## config.mk

```make
export PLATFORM = sky130hd
export DESIGN_NAME = quad_encoder_counter
export DESIGN_NICKNAME = d
export VERILOG_FILES = /design/src/rtl/motor_ctrl_pkg.sv /design/src/rtl/quad_decoder_ch.sv /design/src/rtl/quad_encoder_counter.sv
export SDC_FILE = /design/constraint.sdc
export NUM_CORES = 1
export LEC_CHECK = 0
export CAP_MARGIN = 20
export CORE_MARGIN = 10
export CORE_UTILIZATION = 55
export CTS_BUF_LIST = sky130_fd_sc_hd__clkbuf_8
export DETAILED_ROUTE_END_ITERATION = 12
export HOLD_SLACK_MARGIN = 0.08
export PLACE_DENSITY = 0.94
export SLEW_MARGIN = 30
export SYNTH_ARGS = -nofsm -noshare
export SYNTH_HDL_FRONTEND = slang
export SYNTH_HIERARCHICAL = 1
export SYNTH_SLANG_ARGS = --single-unit
export TNS_END_PERCENT = 20
```

## constraint.sdc

```tcl
create_clock -name clk -period 2.9 [get_ports clk]
set_clock_uncertainty 0.2 [all_clocks]
set_input_delay 0.58 -clock clk [delete_from_list [all_inputs] [get_ports clk]]
set_output_delay 0.58 -clock clk [all_outputs]
set_load 0.02 [all_outputs]
```

## src/rtl/motor_ctrl_pkg.sv

```systemverilog
// Shared motor-control definitions: wheel direction encoding, quadrature
// decoder states, default counter width and the forward Gray-step helper.
package motor_ctrl_pkg;

  localparam int DEFAULT_CNT_WIDTH = 24;

  localparam logic DIR_FWD = 1'b0;
  localparam logic DIR_REV = 1'b1;

  typedef enum logic {
    INIT  = 1'b0,
    TRACK = 1'b1
  } dec_state_t;

  // Next {A,B} in the forward cycle 00 -> 01 -> 11 -> 10 -> 00.
  function automatic logic [1:0] gray_fwd_next(input logic [1:0] ab);
    logic [1:0] nxt;
    case (ab)
      2'b00:   nxt = 2'b01;
      2'b01:   nxt = 2'b11;
      2'b11:   nxt = 2'b10;
      default: nxt = 2'b00;
    endcase
    return nxt;
  endfunction

endpackage

```

## src/rtl/quad_decoder_ch.sv

```systemverilog
// One quadrature channel: 2-flop synchronizer, optional per-phase stability
// filter (ENC_GLITCH_FILTER_EN), INIT/TRACK x4 decoder, step and error counters.
module quad_decoder_ch
  import motor_ctrl_pkg::*;
#(
  parameter int CNT_WIDTH     = DEFAULT_CNT_WIDTH,
  parameter int FILTER_CYCLES = 4
) (
  input  logic                 clk,
  input  logic                 rst,
  input  logic                 enc_a,
  input  logic                 enc_b,
  input  logic                 count_en,
  input  logic                 zero_cnt,
  output logic [CNT_WIDTH-1:0] cnt,
  output logic                 dir,
  output logic [7:0]           err_cnt
);

  // Elaborates to nothing when the filter length is in range.
  if (FILTER_CYCLES < 1 || FILTER_CYCLES > 15) begin : g_bad_filter_cycles
  end

  logic [1:0] sync1_reg;
  logic [1:0] sync2_reg;
  logic [1:0] ab_dec;

  always_ff @(posedge clk) begin
    if (rst) begin
      sync1_reg <= 2'b00;
      sync2_reg <= 2'b00;
    end else begin
      sync1_reg <= {enc_a, enc_b};
      sync2_reg <= sync1_reg;
    end
  end

`ifdef ENC_GLITCH_FILTER_EN
  localparam int PIPE_DEPTH = 2 + FILTER_CYCLES;

  logic [1:0] ab_filt;

  genvar gi;
  for (gi = 0; gi < 2; gi++) begin : g_filt
    logic       filt_bit_reg;
    logic [3:0] stable_reg;

    // Adopt a new level only after it has been seen FILTER_CYCLES times in a row.
    always_ff @(posedge clk) begin
      if (rst) begin
        filt_bit_reg <= 1'b0;
        stable_reg   <= 4'd0;
      end else if (sync2_reg[gi] == filt_bit_reg) begin
        stable_reg <= 4'd0;
      end else if (stable_reg == 4'(FILTER_CYCLES - 1)) begin
        filt_bit_reg <= sync2_reg[gi];
        stable_reg   <= 4'd0;
      end else begin
        stable_reg <= stable_reg + 4'd1;
      end
    end

    assign ab_filt[gi] = filt_bit_reg;
  end

  assign ab_dec = ab_filt;
`else
  localparam int PIPE_DEPTH = 2;

  assign ab_dec = sync2_reg;
`endif

  // INIT keeps re-capturing prev_ab until the freshly reset input pipeline has
  // refilled, so a level that was present across reset never decodes as a step.
  localparam int INIT_CYCLES = PIPE_DEPTH + 1;

  dec_state_t          state_reg, state_next;
  logic [1:0]          prev_ab_reg, prev_ab_next;
  logic [4:0]          warm_reg, warm_next;
  logic                step, step_rev, illegal;
  logic [CNT_WIDTH-1:0] cnt_reg;
  logic                dir_reg;
  logic [7:0]          err_reg;

  always_comb begin
    state_next   = state_reg;
    prev_ab_next = prev_ab_reg;
    warm_next    = warm_reg;
    step         = 1'b0;
    step_rev     = 1'b0;
    illegal      = 1'b0;
    case (state_reg)
      INIT: begin
        prev_ab_next = ab_dec;
        if (warm_reg == 5'(INIT_CYCLES - 1)) begin
          state_next = TRACK;
        end else begin
          warm_next = warm_reg + 5'd1;
        end
      end
      TRACK: begin
        prev_ab_next = ab_dec;
        if ((ab_dec ^ prev_ab_reg) == 2'b11) begin
          illegal = 1'b1;
        end else if (ab_dec != prev_ab_reg) begin
          step     = 1'b1;
          step_rev = (ab_dec != gray_fwd_next(prev_ab_reg));
        end
      end
      default: state_next = INIT;
    endcase
  end

  always_ff @(posedge clk) begin
    if (rst) begin
      state_reg   <= INIT;
      prev_ab_reg <= 2'b00;
      warm_reg    <= 5'd0;
      cnt_reg     <= '0;
      dir_reg     <= DIR_FWD;
      err_reg     <= 8'd0;
    end else begin
      state_reg   <= state_next;
      prev_ab_reg <= prev_ab_next;
      warm_reg    <= warm_next;
      if (step) begin
        dir_reg <= step_rev ? DIR_REV : DIR_FWD;
      end
      // Clearing wins over a step decoded on the same edge.
      if (zero_cnt) begin
        cnt_reg <= '0;
        err_reg <= 8'd0;
      end else begin
        if (step && count_en && (cnt_reg != '1)) begin
          cnt_reg <= cnt_reg + 1'b1;
        end
        if (illegal && (err_reg != 8'hFF)) begin
          err_reg <= err_reg + 8'd1;
        end
      end
    end
  end

  assign cnt     = cnt_reg;
  assign dir     = dir_reg;
  assign err_cnt = err_reg;

endmodule

```

## src/rtl/quad_encoder_counter.sv

```systemverilog
// Two-wheel quadrature position counter built from two quad_decoder_ch
// channels; ENC_GLITCH_FILTER_EN enables the per-phase stability filter.
module quad_encoder_counter
  import motor_ctrl_pkg::*;
#(
  parameter int CNT_WIDTH     = DEFAULT_CNT_WIDTH,
  parameter int FILTER_CYCLES = 4
) (
  input  logic                 clk,
  input  logic                 rst,
  input  logic                 enc1_a,
  input  logic                 enc1_b,
  input  logic                 enc2_a,
  input  logic                 enc2_b,
  input  logic                 count_en,
  input  logic                 zero_encoders,
  output logic [CNT_WIDTH-1:0] feedback_cnt1,
  output logic [CNT_WIDTH-1:0] feedback_cnt2,
  output logic                 wheel_dir_1,
  output logic                 wheel_dir_2,
  output logic [7:0]           enc_err_cnt1,
  output logic [7:0]           enc_err_cnt2
);

  logic [1:0]           enc_a;
  logic [1:0]           enc_b;
  logic [CNT_WIDTH-1:0] cnt_ch [2];
  logic                 dir_ch [2];
  logic [7:0]           err_ch [2];

  assign enc_a = {enc2_a, enc1_a};
  assign enc_b = {enc2_b, enc1_b};

  genvar gi;
  for (gi = 0; gi < 2; gi++) begin : g_ch
    quad_decoder_ch #(
      .CNT_WIDTH     (CNT_WIDTH),
      .FILTER_CYCLES (FILTER_CYCLES)
    ) u_ch (
      .clk      (clk),
      .rst      (rst),
      .enc_a    (enc_a[gi]),
      .enc_b    (enc_b[gi]),
      .count_en (count_en),
      .zero_cnt (zero_encoders),
      .cnt      (cnt_ch[gi]),
      .dir      (dir_ch[gi]),
      .err_cnt  (err_ch[gi])
    );
  end

  assign feedback_cnt1 = cnt_ch[0];
  assign feedback_cnt2 = cnt_ch[1];
  assign wheel_dir_1   = dir_ch[0];
  assign wheel_dir_2   = dir_ch[1];
  assign enc_err_cnt1  = err_ch[0];
  assign enc_err_cnt2  = err_ch[1];

endmodule

```

==> results.toml, run 1 <==
[yosys]
synth_top_area_share_pct = 42.1
synthMuxAreaShare_pct = 0.468
syn_avg_cell_area_um2 = 9.15
synth_top_cells_by_area = "dfxtp_1, nor2_1, xor2_1"
synth-seq-area-share_pct = 42.1
ys_ff_latch = 90
yosysTopAreaCell = "dfxtp_1"
ys_types = 43
yosys.area_share.simple_pct = 29.9
synth-compound-area-share_pct = 9.82
synth_top_family_by_area = "simple AND/OR/NAND/NOR gates"
synthTopCellsByCount = "dfxtp_1, nor2_1, nand2_1"
syn_nets = 488
syn_inst = 468
synth.most_common_cell = "dfxtp_1"
synth-main-ff-cell = "dfxtp_1"
synthAdderAreaFrac_pct = 3.51
synthXorXnorAreaFrac_pct = 11.9
ys_warn_count = 6
syn_area_um2 = 4280
synth_enable_flop_cells = 0
async_flop_share_pct = 0

[global_route]
track_usage_pct = 17.2
grt_max_degree = 30
grt_pass1_vias = 3694
grt_pass1_wl_mm = 17.0
antenna_found_initial = 0
grt_overflow = 0

[floorplan]
num_rows = 32
core-area_um2 = 7650
dieArea_um2 = 11700
start_util_pct = 56.0
dieHeight_um = 108
pin_count = 74
die_x_um = 108

[timing]
slew_headroom_pct = 47.7
hold_ws_ns = 0.241
finalHoldViolations = 0
timing.fmax_mhz = 363
setup-tns-final_ns = 0
rsz0062_at_grt = "no"
setup_viol = 0
fin_crit_ns = 2.76
slew_viol_final = 0
timing.final.crit_share_pct = 95.1
worstMarginPinSlew_ns = 0.774

[critical_path]
timing.rr.end = "g_ch[0].u_ch/cnt[19]"
crit_type = "flop to flop"
r2r-start = "g_ch[0].u_ch/ab_dec[1]"
worst_setup_path_end_kind = "flop"
worstPathRequired_ns = 2.94
r2r_slack_ns = 0.14
worstPathMaxFanout = 7
critPathArrivalTime_ns = 2.79
rr_worst_depth = 8
startpoint_type = "flop"

[run_status]
status = "completed"

[power]
p_total_mw = 2.57
p_leak_nw = 1.87
peakVddDrop_mv = 0.323
power_density_nw_per_um2 = 478

[route]
avgRoutedWirePerCell_um = 15.9
drcViolationCount = 0
routed_wl_mm = 10.3
drtIter0Drc = 208
via_count = 3823
antenna_left = 0
drt_first_pass_iters = 5
via_per_inst = 5.86

[clocking]
numCtsBuffers = 9
cts_tree = "done"
cts_setup_buffers = 0
path_clk_slew_ns = 0.08
cts-root-buf = "clkbuf_8"
cts-htree-levels = 3
clock_sinks = 90
cts.repair.resized = 0
ctsHoldBuffers = 0
clkLatencyLatePin_ns = 0.35
clock_path_buffers = 2

[place]
post_dp_cell_area_um2 = 5120
portBuffers = 73
place_hpwl_mm = 7.59
routabilityCongestion = 0.842

[hold_path]
min_from = "g_ch[1].u_ch/sync1_reg[0]"
hold_end = "g_ch[1].u_ch/ab_dec[0]"
hold_path.class = "flop to flop"
hold-path-cell-count = 1

[finish]
largest_reg_flops = 48
syn_to_final_growth_pct = 25.4
antenna_cells = 0
nets = 565
drive_above_1_share_pct = 6.91
finalInstanceArea_um2 = 5370

[flow_run]
drv_cap = 0
## worst max-delay path by stage
stage	startpoint	to	slack, ns
floorplan	g_ch[0].u_ch/ab_dec[1]	g_ch[0].u_ch/cnt[19]	0.52
global placement	count_en	g_ch[0].u_ch/cnt[19]	0.08
detailed placement	count_en	g_ch[0].u_ch/cnt[19]	-0.02
CTS	g_ch[0].u_ch/ab_dec[1]	g_ch[0].u_ch/cnt[19]	0.14
global route	g_ch[0].u_ch/ab_dec[1]	g_ch[0].u_ch/cnt[19]	0.02
finish	g_ch[0].u_ch/ab_dec[1]	g_ch[0].u_ch/cnt[19]	0.14
## routing by layer
layer | up-vias | GRT usage, % | part of all wire, %
li1 | 1824 | - | -
met1 | 1840 | 19.3 | 41
met2 | 135 | 30.6 | 51
met3 | 24 | 4.16 | 6.9
met4 | 0 | 6.87 | 1.9
met5 | - | 0 | 0
## report_power, final
part	internal (mW)	switching [mW]	total, mW
clock network	0.592	0.422	1.01
logic	0.0965	0.124	0.221
registers	1.28	0.0491	1.33
total	1.97	0.595	2.57
## worst max-delay path, cell delays in order, from the launching register on
cell,delay (ns)
dfxtp_1,0.39
xor2_1,0.20
inv_1,0.07
ha_1,0.33
nand3_1,0.11
or4b_1,0.71
nor3_4,0.30
a31oi_1,0.12
a41o_1,0.23
## metrics by stage
step | setup slack [ns] | utilization (%) | instances
6_report | 0.143 | 70.2 | 652
2_1_floorplan | 0.520 | - | 468
3_5_place_dp | -0.0161 | 67.0 | 636
3_3_place_gp | 0.0844 | 67.0 | 636
4_1_cts | 0.144 | 70.2 | 652
5_1_grt | 0.0196 | 70.2 | 652
## placed cells by master (no fill, tap or decap), drive strengths merged, types with 3 or more instances in the layout
cell	count
a211oi	8
a21oi	14
a31oi	6
and3	14
and4	14
buf	7
bufinv	3
clkbuf	10
clkdlybuf4s50	73
dfxtp	90
ha	12
inv	10
nand2	36
nand3	24
nand4	18
nand4b	4
nor2	72
nor2b	16
nor3	8
nor4	4
o21ai	4
o31ai	6
o41ai	4
or2	4
or3	4
or4	8
xnor2	28
xor2	30
## cell families after synthesis
kind of cell,after synthesis
muxes,2
buffers and inverters,22
AOI/OAI and AO/OA,54
adders and majority gates,12
xor gates and xnor gates,58
and+or+nand+nor,230
DFF,90
## layout make-up
cell class | count | area (µm²)
multi-input cells | 356 | 2380
fillers | 550 | 2280
flip-flops and latches | 90 | 1800
repair buffers | 80 | 783
clock buffers | 10 | 138
well taps | 102 | 128
clock inverters | 6 | 106
inverters | 8 | 30.0
Power figures use the tool's default switching activity.
==> run 2, diff against run 1 <==
- ABC_AREA: not set -> 1
- PLACE_DENSITY: 0.94 -> 0.92
- SKIP_CTS_REPAIR_TIMING: not set -> 1
==> run 2 against run 1 <==
Critical path depth up 1. Non-clock buffer count shrank 5. Sequential power is essentially flat. Via count grew 25%. Critical path type unchanged. Highest routed layer unchanged.
==> results.toml, run 2 <==
[hold_path]
hold-path-cell-count = 2
hold_path.class = "flop to flop"

[yosys]
synth_enable_flop_cells = 0
synth-compound-area-share_pct = 10.1
ys_warn_count = 6
ys_ff_latch = 90
yosysTopAreaCell = "dfxtp_1"
yosys.area_share.simple_pct = 34.3
syn_area_um2 = 4950
synthXorXnorAreaFrac_pct = 7.44
synth.most_common_cell = "nand2_1"
synth_top_family_by_area = "simple AND/OR/NAND/NOR gates"
synthTopCellsByCount = "nand2_1, nor2_1, dfxtp_1"
synth-seq-area-share_pct = 36.4
syn_nets = 762
syn_inst = 742
ys_types = 28
synthAdderAreaFrac_pct = 3.03
synth_top_area_share_pct = 36.4
synthMuxAreaShare_pct = 0
synth_top_cells_by_area = "dfxtp_1, nand2_1, a21oi_1"
async_flop_share_pct = 0
syn_avg_cell_area_um2 = 6.67
synth-main-ff-cell = "dfxtp_1"

[power]
p_int_mw = 1.89
power_frac_comb_pct = 8.5
switchingPower_mw = 0.638
p_leak_nw = 2.09
clkPwrFrac_pct = 39.1
peakVddDrop_mv = 0.365
power_density_nw_per_um2 = 426
sw_frac_of_total_pct = 25.2
seqPwrFrac_pct = 52.5

[clocking]
clock_path_buffers = 2
clock_sinks = 90
numCtsBuffers = 9
path_clk_slew_ns = 0.09
cts-htree-levels = 3
cts-root-buf = "clkbuf_8"
cts_tree = "done"
clkLatencyLatePin_ns = 0.36

[place]
post_dp_cell_area_um2 = 5700
routabilityCongestion = 0.914
portBuffers = 73
place_hpwl_mm = 8.52

[finish]
multi_input_area_um2 = 2710
drive_above_1_share_pct = 5.63
final_common_cell = "nand2_1"
antenna_cells = 0
nets = 832
finalInstanceArea_um2 = 5940
final_cell_mix = "nand2_1, nor2_1, dfxtp_1"
seqCellArea_um2 = 1800
largest_reg_flops = 48
syn_to_final_growth_pct = 20.0
utilization_pct = 68.1
fillers = 710

[global_route]
grt_max_degree = 29
track_usage_pct = 17.4
grt_pass1_wl_mm = 19.7
grt_pass1_vias = 4376
grt_overflow = 0
antenna_found_initial = 0

[floorplan]
dieArea_um2 = 13200
die_x_um = 115
core-area_um2 = 8720
pin_count = 74
start_util_pct = 56.7
num_rows = 34
dieHeight_um = 115

[route]
drt_first_pass_iters = 5
drcViolationCount = 0
routed_wl_mm = 11.8
avgRoutedWirePerCell_um = 12.7
via_per_inst = 5.15
via_count = 4763
drtIter0Drc = 349
antenna_left = 0

[timing]
setup-tns-final_ns = 0
rsz0062_at_grt = "no"
timing.fmax_mhz = 409
setup_viol = 0
finalHoldViolations = 0
slew_headroom_pct = 58.6
worstMarginPinSlew_ns = 0.618
hold_ws_ns = 0.211
slew_viol_final = 0
timing.final.crit_share_pct = 84.3
fin_crit_ns = 2.45

[critical_path]
critPathArrivalTime_ns = 2.52
startpoint_type = "flop"
crit_chain = "xor2_1, inv_1, ha_1, nand2_1, nor2_1, nand2_4, inv_2, nand2_1, a21oi_1"
cp.depth = 9
worst_setup_path_end_kind = "flop"
rr_worst_depth = 9
crit_buf_inv = 2
cpMaxStageDelayCell = "dfxtp_1"
worst_path_largest_cell_delay_ns = 0.40
path_delay_family = "simple AND/OR/NAND/NOR gates"
worstPathMaxFanout = 23
cpMostUsedCell = "nand2_1"
crit_type = "flop to flop"
worstPathRequired_ns = 2.98

[flow_run]
drv_cap = 0

[run_status]
status = "completed"
[run 2: changes by cell type after synthesis, moves of 14 or more]
cell     before  now
nor2b_1      16    0
nor2_1       72   96
o21ai_0       0   22
nand3_1      24   40
and4_1       14    0
and3_1       14    0
inv_1         8   74
a21oi_1      14   72
nand2_1      36  234
[run 2: cell families (layout without fill, tap and decap cells)]
| group | count (synthesis) | count (layout) |
|---|---|---|
| and+or+nand+nor | 402 | 402 |
| adders and majority gates | 12 | 12 |
| DFF | 90 | 90 |
| xor gates and xnor gates | 42 | 42 |
| buffers and inverters | 98 | 173 |
| AOI/OAI and AO/OA | 98 | 98 |
[run 2: final cells by class]
class,count,share of cell area [%]
multi-input cells,554,45.7
well taps,108,2.28
clock inverters,5,1.41
flip-flops and latches,90,30.3
clock buffers,11,2.55
repair buffers,75,12.6
inverters,82,5.18
[run 2: worst paths after layout]
check	startpoint	to	slack, ns
setup / recovery	g_ch[0].u_ch/ab_dec[0]	g_ch[0].u_ch/cnt[7]	0.45
hold / removal	g_ch[0].u_ch/sync1_reg[1]	g_ch[0].u_ch/ab_dec[1]	0.21
setup reg to reg	g_ch[0].u_ch/ab_dec[0]	g_ch[0].u_ch/cnt[7]	0.45
hold reg to reg	g_ch[0].u_ch/sync1_reg[1]	g_ch[0].u_ch/ab_dec[1]	0.21
[run 2: power groups by stage]
stage | logic [mW] | clock network [mW] | registers [mW]
2_1_floorplan | 0.161 | 0 | 1.35
3_3_place_gp | 0.199 | 0 | 1.35
3_5_place_dp | 0.208 | 0 | 1.35
4_1_cts | 0.214 | 1.00 | 1.33
5_1_grt | 0.242 | 1.06 | 1.33
6_report | 0.214 | 0.988 | 1.33
[run 2: layer usage]
metal / global-route usage [%] / wire, µm
met5: 0 / 0
met4: 5.28 / 127
met3: 3.59 / 732
met2: 30.7 / 5820
met1: 20.7 / 5090
[run 2: stage by stage]
stage	instances	setup slack (ns)	total power, mW
3_5_place_dp	909	0.398	1.56
6_report	925	0.455	2.53
2_1_floorplan	742	0.995	1.51
5_1_grt	925	0.266	2.63
3_3_place_gp	909	0.453	1.55
4_1_cts	925	0.464	2.54
[run 2: worst min-delay path, cell delays in order (launching register included)]
cell	delay, ns
dfxtp_1	0.30
inv_1	0.04
nor2_1	0.03
